$ cat config.mk
export PLATFORM = sky130hd
export DESIGN_NAME = aes_round_sequencer
export DESIGN_NICKNAME = d
export VERILOG_FILES = /design/src/rtl/aes_round_sequencer.sv
export SDC_FILE = /design/constraint.sdc
export NUM_CORES = 1
export LEC_CHECK = 0
export CAP_MARGIN = 20
export CORE_AREA = 2 2 505 507
export DETAILED_ROUTE_END_ITERATION = 12
export DIE_AREA = 0 0 507 509
export PLACE_DENSITY = 0.3
export SYNTH_ARGS = -nofsm -noshare
export SYNTH_HDL_FRONTEND = slang
export SYNTH_SLANG_ARGS = --single-unit
$ cat constraint.sdc
create_clock -name clk -period 1.64 [get_ports clk]
set_clock_uncertainty 0.15 [all_clocks]
set_input_delay 0.328 -clock clk [delete_from_list [all_inputs] [get_ports clk]]
set_output_delay 0.328 -clock clk [all_outputs]
set_load 0.02 [all_outputs]
$ cat src/rtl/aes_round_sequencer.sv
// Iterative AES-128 controller.
// Two requesters share one external round core. Requests are arbitrated
// round-robin. The controller applies the initial whitening, then steps
// NUM_ROUNDS rounds through the core. The result is held on a valid/ready
// port until the consumer takes it.
module aes_round_sequencer #(
  parameter int ROUND_LAT  = 1,
  parameter int NUM_ROUNDS = 10
) (
  input  logic         clk,
  input  logic         rst_n,
  input  logic         req0_valid,
  input  logic [127:0] req0_data,
  input  logic [127:0] req0_key,
  output logic         req0_ready,
  input  logic         req1_valid,
  input  logic [127:0] req1_data,
  input  logic [127:0] req1_key,
  output logic         req1_ready,
  output logic [127:0] rnd_state,
  output logic [127:0] rnd_key,
  output logic [3:0]   rnd_rc,
  output logic         rnd_last,
  output logic         rnd_en,
  input  logic [127:0] rnd_state_nxt,
  input  logic [127:0] rnd_key_nxt,
  output logic         out_valid,
  input  logic         out_ready,
  output logic [127:0] out_data,
  output logic [127:0] out_key_last,
  output logic         out_id,
  output logic         busy
);

  localparam logic [3:0] LAT_LAST = 4'(ROUND_LAT - 1);
  localparam logic [3:0] RC_LAST  = 4'(NUM_ROUNDS - 1);

  typedef enum logic [1:0] {
    ST_IDLE  = 2'd0,
    ST_ROUND = 2'd1,
    ST_DONE  = 2'd2
  } state_t;

  state_t       state_r;
  state_t       state_s;
  logic [127:0] st_r;
  logic [127:0] key_r;
  logic [3:0]   rc_r;
  logic [3:0]   wait_cnt_r;
  logic         id_r;
  logic         last_grant_r;
  logic         grant_s;
  logic         accept_s;
  logic         step_s;

  // Next-state decode, round-robin grant and control outputs
  always_comb begin
    state_s    = state_r;
    grant_s    = 1'b0;
    accept_s   = 1'b0;
    step_s     = 1'b0;
    req0_ready = 1'b0;
    req1_ready = 1'b0;
    rnd_en     = 1'b0;
    rnd_rc     = 4'd0;
    rnd_last   = 1'b0;
    out_valid  = 1'b0;
    busy       = 1'b0;
    case (state_r)
      ST_IDLE: begin
        // On a tie the requester that did not win last time is served
        if (req0_valid && req1_valid) begin
          grant_s = ~last_grant_r;
        end else if (req1_valid) begin
          grant_s = 1'b1;
        end else begin
          grant_s = 1'b0;
        end
        // No grant is shown while reset is asserted, so nothing looks accepted
        if (rst_n && (req0_valid || req1_valid)) begin
          accept_s   = 1'b1;
          req0_ready = ~grant_s;
          req1_ready = grant_s;
          state_s    = ST_ROUND;
        end else begin
          state_s = ST_IDLE;
        end
      end
      ST_ROUND: begin
        busy     = 1'b1;
        rnd_en   = 1'b1;
        rnd_rc   = rc_r;
        rnd_last = (rc_r == RC_LAST);
        if (wait_cnt_r == LAT_LAST) begin
          step_s = 1'b1;
          if (rc_r == RC_LAST) begin
            state_s = ST_DONE;
          end else begin
            state_s = ST_ROUND;
          end
        end else begin
          state_s = ST_ROUND;
        end
      end
      ST_DONE: begin
        busy      = 1'b1;
        out_valid = 1'b1;
        if (out_ready) begin
          state_s = ST_IDLE;
        end else begin
          state_s = ST_DONE;
        end
      end
      default: begin
        state_s = ST_IDLE;
      end
    endcase
  end

  // FSM state register
  always_ff @(posedge clk) begin
    if (!rst_n) begin
      state_r <= ST_IDLE;
    end else begin
      state_r <= state_s;
    end
  end

  // Block state, round key, owner id and arbitration history
  always_ff @(posedge clk) begin
    if (!rst_n) begin
      st_r         <= 128'd0;
      key_r        <= 128'd0;
      id_r         <= 1'b0;
      last_grant_r <= 1'b1;
    end else if (accept_s) begin
      st_r         <= grant_s ? (req1_data ^ req1_key) : (req0_data ^ req0_key);
      key_r        <= grant_s ? req1_key : req0_key;
      id_r         <= grant_s;
      last_grant_r <= grant_s;
    end else if (step_s) begin
      st_r  <= rnd_state_nxt;
      key_r <= rnd_key_nxt;
    end else begin
      st_r         <= st_r;
      key_r        <= key_r;
      id_r         <= id_r;
      last_grant_r <= last_grant_r;
    end
  end

  // Round index and core-latency counter; neither wraps
  always_ff @(posedge clk) begin
    if (!rst_n) begin
      rc_r       <= 4'd0;
      wait_cnt_r <= 4'd0;
    end else if (accept_s) begin
      rc_r       <= 4'd0;
      wait_cnt_r <= 4'd0;
    end else if (step_s) begin
      wait_cnt_r <= 4'd0;
      if (rc_r != RC_LAST) begin
        rc_r <= rc_r + 4'd1;
      end else begin
        rc_r <= rc_r;
      end
    end else if (state_r == ST_ROUND) begin
      wait_cnt_r <= wait_cnt_r + 4'd1;
    end else begin
      rc_r       <= rc_r;
      wait_cnt_r <= wait_cnt_r;
    end
  end

  assign rnd_state    = st_r;
  assign rnd_key      = key_r;
  assign out_data     = st_r;
  assign out_key_last = key_r;
  assign out_id       = id_r;

endmodule

Word level (Yosys, flattened, before mapping)
Cells that the tools add are included.
{"block": "op_classes", "reduce_logical": 10, "mux": 28, "n_addsub": 2, "eq_ne": 4, "n_bitwise": 5}
{"op": "$mux 128", "n": 6}
{"op": "$xor 128x128->128", "n": 2}
{"op": "$mux 1", "n": 17}
{"op": "$add 4x1->4 const B", "n": 2}
{"op": "$mux 2", "n": 3}
{"op": "$pmux 2 s3", "n": 1}
{"op": "$eq 4x4->1 const B", "n": 1}
{"op": "$logic_not 4->1", "n": 1}
{"op": "$mux 4", "n": 1}
{"op": "$ne 4x4->1 const B", "n": 1}
{"op": "$reduce_or 2->1", "n": 2}
{"op": "$not 1->1", "n": 3}
{"op": "$reduce_or 3->1", "n": 1}
{"op": "$eq 2x1->1 const B", "n": 1}
{"op": "$eq 2x2->1 const B", "n": 1}
{"op": "$logic_and 1x1->1", "n": 2}
{"op": "$logic_not 2->1", "n": 1}
{"op": "$reduce_and 2->1", "n": 1}
{"op": "$reduce_bool 2->1", "n": 1}
{"op": "$logic_or 1x1->1", "n": 1}
{"block": "word_totals", "in_bits": 773, "out_inout_bits": 523, "wordCells": 56, "register_bits": 268}

Longest topological paths before layout
Gate-level depths: netlist of the first run.
{"block": "logic_depth", "depth_word": 6, "depth_mapped": 8, "depth_no_buf": 6}

Worst setup path after synthesis of the first run
OpenSTA, ideal clock, no wires.
{"block": "synth_path", "kind": "register to register", "start": "reg state_r[1]", "end": "reg key_r[100], in the netlist out_key_last[100]", "period_less_slack_ps": 1940, "path_stages_with_launch": 9, "t_required_ps": 1356, "arrival_ps": 1657, "setup_time_ps": 134, "n_path_buf": 3, "slack_ps": -300, "cell_sequence": "dfxtp_1 > inv_1 > ha_1 > and4bb_2 > buf_4 > buf_6 > buf_6 > mux2i_1 > o22ai_1"}
{"block": "synth_between", "elab_chain_cells": 4, "elab_cells_between_ends": 8, "cone_classes": "eq/ne (1); mux (5); reduce/logical (2)"}
{"element": "start: declaration", "line": "44", "text": "state_t state_r;"}
{"element": "start signal: assignment", "line": "125", "text": "state_r <= state_s;"}
{"element": "$logic_not 2->1", "line": "69", "text": "case (state_r)"}
{"element": "$mux 1", "line": "69"}
{"element": "$mux 128", "line": "138", "text": "key_r <= grant_s ? req1_key : req0_key;"}
{"element": "$mux 128", "line": "136", "text": "end else if (accept_s) begin"}
{"element": "end signal: assignment", "line": "138"}
{"element": "end signal: assignment", "line": "143", "text": "key_r <= rnd_key_nxt;"}
{"element": "end signal: assignment", "line": "146", "text": "key_r <= key_r;"}
{"element": "end: declaration", "line": "47", "text": "logic [127:0] key_r;"}
Several ways; a longest one is shown, not always the timed one.
A chain may end at the register's enable or synchronous reset.

Final worst setup path of the first run
{"block": "layout_path", "start": "reg state_r[1]", "end": "out req1_ready"}
{"block": "layout_between", "elab_chain_cells": 2}
{"element": "$logic_not 2->1", "line": "69"}
{"element": "$mux 1", "line": "69"}
{"element": "end: declaration", "line": "19", "text": "output logic req1_ready,"}
Every way passes these cells.

==> flow_metrics.tcl, run 1 <==
set metrics [dict create \
    worstMarginPinSlew_ps 440 \
    synth_top_cell_by_area "dfxtp_1" \
    netlist_area_mm2 0.0173 \
    clock_latency_ps 650 \
    clock_sinks 268 \
    multi_input_area_mm2 0.0111 \
    rrSetupSlack_ps -690 \
    grtUsageTotal_pct 14.1 \
    startpoint_type "flip-flop" \
    drt_iter0_drc 876 \
    num-fill-cells 28000 \
    grt-ovfl-total 0 \
    setup_ws_ps -751 \
    cts_made_buffers 45 \
    cts-hold-fix-buffers 0 \
    regArea_mm2 0.00592 \
    start_util_pct 6.85 \
    place.detailed.hpwl_mm 158 \
    dr_total_vias 20400 \
    core_region_area_mm2 0.253 \
    worstPathArrival_ps 1910 \
    slew_headroom_pct 70.5 \
    layout_min_cycle_time_ps 2390 \
    cts_tree "built" \
    antenna_found_initial 97 \
    reg2reg_depth 11 \
    post-place-ws_ps -1300 \
    cp-startpoint "state_r[1]$_SDFF_PN0_" \
    ant_nets 0 \
    yosysSeqAreaShare_pct 31.0 \
    synth.distinct_cells 29 \
    period_share_pct 146 \
    p_leak_nw 18.1 \
    grt_pass1_wl_mm 237 \
    synth.avg_cell_area_um2 10.0 \
    rows 185 \
    synthDominantCellAreaShare_pct 31.0 \
    grt_pass1_vias 21800 \
    nets 4063 \
    synth.area.top_cells "dfxtp_1 (31%), mux2i_1 (30%), xor2_1 (13%), buf_4 (12%), o22ai_1 (9.3%)" \
    yosysWarnings 0 \
    synthCells 1726 \
    p_per_area_mw_per_mm2 847 \
    clock_path_buffers 3 \
    failed_checks "setup timing" \
    htreeDepth 2 \
    min_path_type "in2reg" \
    synth_nets 2507 \
    drc 0 \
    port_buffers 1295 \
    routabilityCongestion 0.827 \
    via_per_inst 3.04 \
    rsz0062_at_grt "yes" \
    power_mw 37.8 \
    first_pass_iters 5 \
    root_buffer "clkbuf_16" \
    finalSetupViolCount 548 \
    maxCapViolCount 0 \
    worstReg2RegStart "state_r[1]$_SDFF_PN0_" \
    worstPathRequired_ps 1160 \
    die_area_mm2 0.258 \
    r2r-end "out_key_last[64]$_SDFFE_PN0P_" \
    drt_wl_total_mm 191 \
    ir_drop_mv 0.686 \
    cp-endpoint "req1_ready" \
    die_y_um 509 \
    fmax_mhz 418 \
    finalHoldViolations 0 \
    syn_to_final_growth_pct 158 \
    die_w_um 507 \
    cp_max_fo 4 \
    finalMaxSlewViolations 0 \
    path_class "reg2out" \
    grt_start_max_net_pins 41 \
    wl_per_cell_um 28.4 \
    io-pin-count 1296 \
    layout-drive-gt1-share_pct 49.6 \
    status "finished with violations" \
    clk_pin_slew_ps 60 \
    ys_ff_latch 268 \
    critPathCaptureType "primary output" \
]
report_power, final:
part	internal, mW	leakage (nW)	switching, mW
sequential	7.46	2.33	0.991
clock	6.20	0.743	4.31
combinational	10.3	15.0	8.60
synthesized netlist by cell type:
library cell,number
nand2_1,7
buf_6,11
nand2b_1,2
nand3_1,1
xor2_1,259
ha_1,8
and3b_1,2
o21ai_1,1
xnor2_1,3
dfxtp_1,268
o211ai_1,1
and2_1,5
o211ai_2,1
nor3_1,4
buf_4,277
nor2b_1,2
and4bb_2,1
inv_1,5
clkbuf_1,58
o22ai_1,256
a211oi_1,1
nor2_1,6
mux2i_1,513
nand2_2,1
a21boi_2,1
a21boi_1,1
nand4_1,3
buf_2,26
a21oi_1,2
layout by cell type, fill, tap and decap left out, drive strengths merged, types with 5 or more instances in the layout:
cell type,netlist,layout
o22ai,256,256
diode,0,17
nor2,6,6
xor2,259,259
nand2,8,9
clkdlybuf4s50,0,771
mux2i,513,513
buf,314,1103
ha,8,8
and2,5,5
clkinv,0,7
clkbuf,58,68
dfxtp,268,268
inv,5,7
timing repair:
| action | in CTS | in global routing |
|---|---|---|
| setup buffers | 169 | 32 |
| endpoints found under the setup margin | 787 | 775 |
| gates resized for setup | 2835 | 197 |
| cloned | 34 | 4 |
| pin swaps | 165 | 72 |
worst min-delay path by stage:
stage / cells past startpoint / end / startpoint
3_5_place_dp: 2 / out_id$_SDFFE_PN0P_ / out_id$_SDFFE_PN0P_
6_report: 3 / out_key_last[84]$_SDFFE_PN0P_ / rnd_key_nxt[84]
2_1_floorplan: 1 / last_grant_r$_SDFFE_PN1P_ / rst_n
4_1_cts: 3 / out_data[44]$_SDFFE_PN0P_ / rnd_state_nxt[44]
3_3_place_gp: 2 / out_id$_SDFFE_PN0P_ / out_id$_SDFFE_PN0P_
5_1_grt: 3 / out_data[72]$_SDFFE_PN0P_ / rnd_state_nxt[72]
critical path, stage by stage, from the launching register on:
cell and delay (ps):
dfxtp_2 320, inv_2 70, ha_4 180, buf_12 110, buf_6 90, o211ai_4 80, buf_12 150, nor2b_4 120
buf_12 130
logic make-up after synthesis:
group	synth area share (%)
xor gates and xnor gates	13.3
buffers and inverters	14.8
AOI/OAI and AO/OA	9.60
and+or+nand+nor	1.07
DFF	31.0
muxes	29.7
adders and majority gates	0.578
area by class of cell:
cell class              instances  area share, %
well taps                    3366           9.43
repair buffers               1880           48.8
flip-flops and latches        268           13.3
clock inverters                17          0.471
clock buffers                  64           2.95
diodes                         17         0.0953
inverters                       5         0.0420
multi-input cells            1082           25.0
metal layers:
layer | vias up | GRT usage [%] | wire [um]
met3 | 222 | 6.70 | 21500
met4 | 54 | 2.60 | 3250
met2 | 1053 | 23.3 | 88300
li1 | 9166 | - | -
met5 | - | 0 | 354
met1 | 9860 | 16.7 | 77200
flip-flops by register name, summed over array words and instances, names as in the netlist:
signal        count
out_id            1
out_data        128
state_r           2
wait_cnt_r        4
rc_r              4
last_grant_r      1
out_key_last    128
metrics by stage:
stage                     setup TNS, ps  instance area, um2  cells  util [%]  hold slack (ps)
after CTS                       -218390               43900   6681      17.4             83.4
after global routing            -220180               44600   6686      17.6              128
after global placement          -266910               37300   6405      14.7              359
final                           -170840               44600   6699      17.7              175
after detailed placement        -267380               37300   6405      14.7              362
after floorplan                  -20160               17600   1726         -              267
Power figures use the tool's default switching activity.
==> inputs of run 2 (changes only) <==
--- a/config.mk
+++ b/config.mk
@@ -6,10 +6,12 @@
 export NUM_CORES = 1
 export LEC_CHECK = 0
 export CAP_MARGIN = 20
-export CORE_AREA = 2 2 505 507
+export CELL_PAD_IN_SITES_DETAIL_PLACEMENT = 2
+export CELL_PAD_IN_SITES_GLOBAL_PLACEMENT = 2
+export CORE_AREA = 2 2 504 506
 export DETAILED_ROUTE_END_ITERATION = 12
-export DIE_AREA = 0 0 507 509
-export PLACE_DENSITY = 0.3
+export DIE_AREA = 0 0 506 508
+export PLACE_DENSITY = 0.4
 export SYNTH_ARGS = -nofsm -noshare
 export SYNTH_HDL_FRONTEND = slang
 export SYNTH_SLANG_ARGS = --single-unit
==> constraint.sdc (replaced) <==
create_clock -name clk -period 2.9 [get_ports clk]
set_clock_uncertainty 0.15 [all_clocks]
set_input_delay 0.58 -clock clk [delete_from_list [all_inputs] [get_ports clk]]
set_output_delay 0.58 -clock clk [all_outputs]
set_load 0.02 [all_outputs]
==> run 2 against run 1 <==
Net effect:
- the flow now finishes without violations
- highest routed layer unchanged
- global-route usage decreased by 2.4 points
- worst setup slack improved by 930 ps
- register-to-register slack improved by 1100 ps
- routed wire length decreased by 17%
- critical endpoint is now rnd_state[85]
- sequential power decreased by 44%
==> flow_metrics.tcl, run 2 (synthesis results as in run 1) <==
set metrics [dict create \
    place.detailed.hpwl_mm 137 \
    grt_use_met1_pct 12.8 \
    clock_path_buffers 3 \
    nets 3597 \
    grt-busiest-layer "met2" \
    num-fill-cells 29000 \
    fin_area_mm2 0.0349 \
    critical-path-top-delay-family "buffers and inverters" \
    most-common-layout-cells "clkdlybuf4s50_1 (1282), mux2i_1 (513), dfxtp_1 (266)" \
    path_class "reg2out" \
    cts_setup_buffers 0 \
    start_util_pct 6.86 \
    cp_slowest_stage_delay_ps 930 \
    power_mw 17.8 \
    dr_total_vias 17900 \
    critPathCaptureType "primary output" \
    fin_tns_setup_ps 0 \
    slew_headroom_pct 52.9 \
    drt_iter0_drc 563 \
    grt_start_max_net_pins 48 \
    first_pass_iters 4 \
    layout_commonest_cell "clkdlybuf4s50_1" \
    antenna_found_initial 65 \
    layout_min_cycle_time_ps 2720 \
    wl_per_cell_um 25.4 \
    worstPathRequired_ps 2170 \
    layout-drive-gt1-share_pct 7.37 \
    p_leak_nw 13.4 \
    rrSetupSlack_ps 400 \
    grt-ovfl-total 0 \
    drt_wl_total_mm 158 \
    syn_to_final_growth_pct 102 \
    htreeDepth 2 \
    drc 0 \
    routabilityCongestion 0.815 \
    final_util_pct 13.8 \
    worstPathArrival_ps 1990 \
    finalHoldViolations 0 \
    p_per_area_mw_per_mm2 511 \
    crit_slowest_cell "clkdlybuf4s50_1" \
    worstMarginPinSlew_ps 702 \
    root_buffer "clkbuf_16" \
    clock_sinks 268 \
    startpoint_type "flip-flop" \
    dpl_cell_area_mm2 0.0333 \
    rsz0062_at_grt "no" \
    die_w_um 506 \
    critPathBufInv 1 \
    die_area_mm2 0.257 \
    port_buffers 1295 \
    via_per_inst 2.88 \
    status "finished clean" \
    rows 185 \
    path_cells "clkdlybuf4s50_1" \
    dp.cells 6134 \
    grt_use_met2_pct 21.5 \
    core_region_area_mm2 0.252 \
    cts_tree "built" \
    grtUsageTotal_pct 11.7 \
    finalSetupViolCount 0 \
    cp_max_fo 3 \
    clk_pin_slew_ps 70 \
    ir_drop_mv 0.447 \
    grt_pass1_wl_mm 203 \
    final_cells 6233 \
    clock_latency_ps 650 \
    fmax_mhz 368 \
    ant_nets 0 \
    grt_pass1_vias 20200 \
    io-pin-count 1296 \
    die_y_um 508 \
    cts_made_buffers 46 \
    finalMaxSlewViolations 0 \
    period_share_pct 93.8 \
    maxCapViolCount 0 \
    use_met3_pct 4.61 \
    min_path_type "reg2reg" \
]
[run 2: cell count changes in the layout (fill, tap and decap cells not counted), sizes merged]
cell	delta
buf	-975
clkdlybuf4s50	+511
clkinvlp	-4
clkdlybuf4s15	+2
inv	-2
bufinv	+1
clkbuf	+1
clkinv	+1
nand2	-1
[run 2: tightest hold or removal path: cells and delay by family (launching register included)]
kind / cells / cell delay [ps]
flops: 1 / 320
simple gates: 1 / 60
compound gates: 1 / 50
[run 2: layer usage]
| metal | wire length [um] | part of all wire (%) | up-vias |
|---|---|---|---|
| met5 | 116 | 0.073 | - |
| met4 | 2450 | 1.5 | 18 |
| met3 | 15000 | 9.4 | 152 |
| met2 | 81000 | 51 | 946 |
| met1 | 59900 | 38 | 8641 |
| li1 | - | - | 8166 |
[run 2: area by class of cell]
type / count / area, um2 / area share [%]
repair buffers: 1414 / 14300 / 40.9
multi-input cells: 1081 / 9420 / 27.0
flip-flops and latches: 268 / 5370 / 15.4
well taps: 3366 / 4210 / 12.1
clock buffers: 69 / 1360 / 3.89
clock inverters: 13 / 213 / 0.610
diodes: 17 / 42.5 / 0.122
inverters: 5 / 18.8 / 0.0538
[run 2: where the power goes]
part / switching (mW) / internal (mW)
Clock: 2.45 / 3.66
Combinational: 3.49 / 3.48
Sequential: 0.638 / 4.13
[run 2: per-stage QoR]
step / hold slack, ps / setup WS, ps
2_1_floorplan: 335 / 857
3_3_place_gp: 323 / -39.1
3_5_place_dp: 325 / -86.2
4_1_cts: 333 / 15.0
5_1_grt: 364 / 4.62
6_report: 331 / 181
[run 2: worst paths after layout]
check | endpoint | cells after the start | start
min | out_id$_SDFFE_PN0P_ | 2 | out_id$_SDFFE_PN0P_
max reg2reg | out_data[27]$_SDFFE_PN0P_ | 8 | state_r[0]$_SDFF_PN0_
min reg2reg | out_id$_SDFFE_PN0P_ | 2 | out_id$_SDFFE_PN0P_
max | rnd_state[85] | 1 | out_data[85]$_SDFFE_PN0P_
[run 2: timing repair]
item / CTS / global route
setup endpoints to repair: 9 / 2
hold buffers: 0 / 0
resized for setup: 11 / 2
gates cloned: 0 / 0
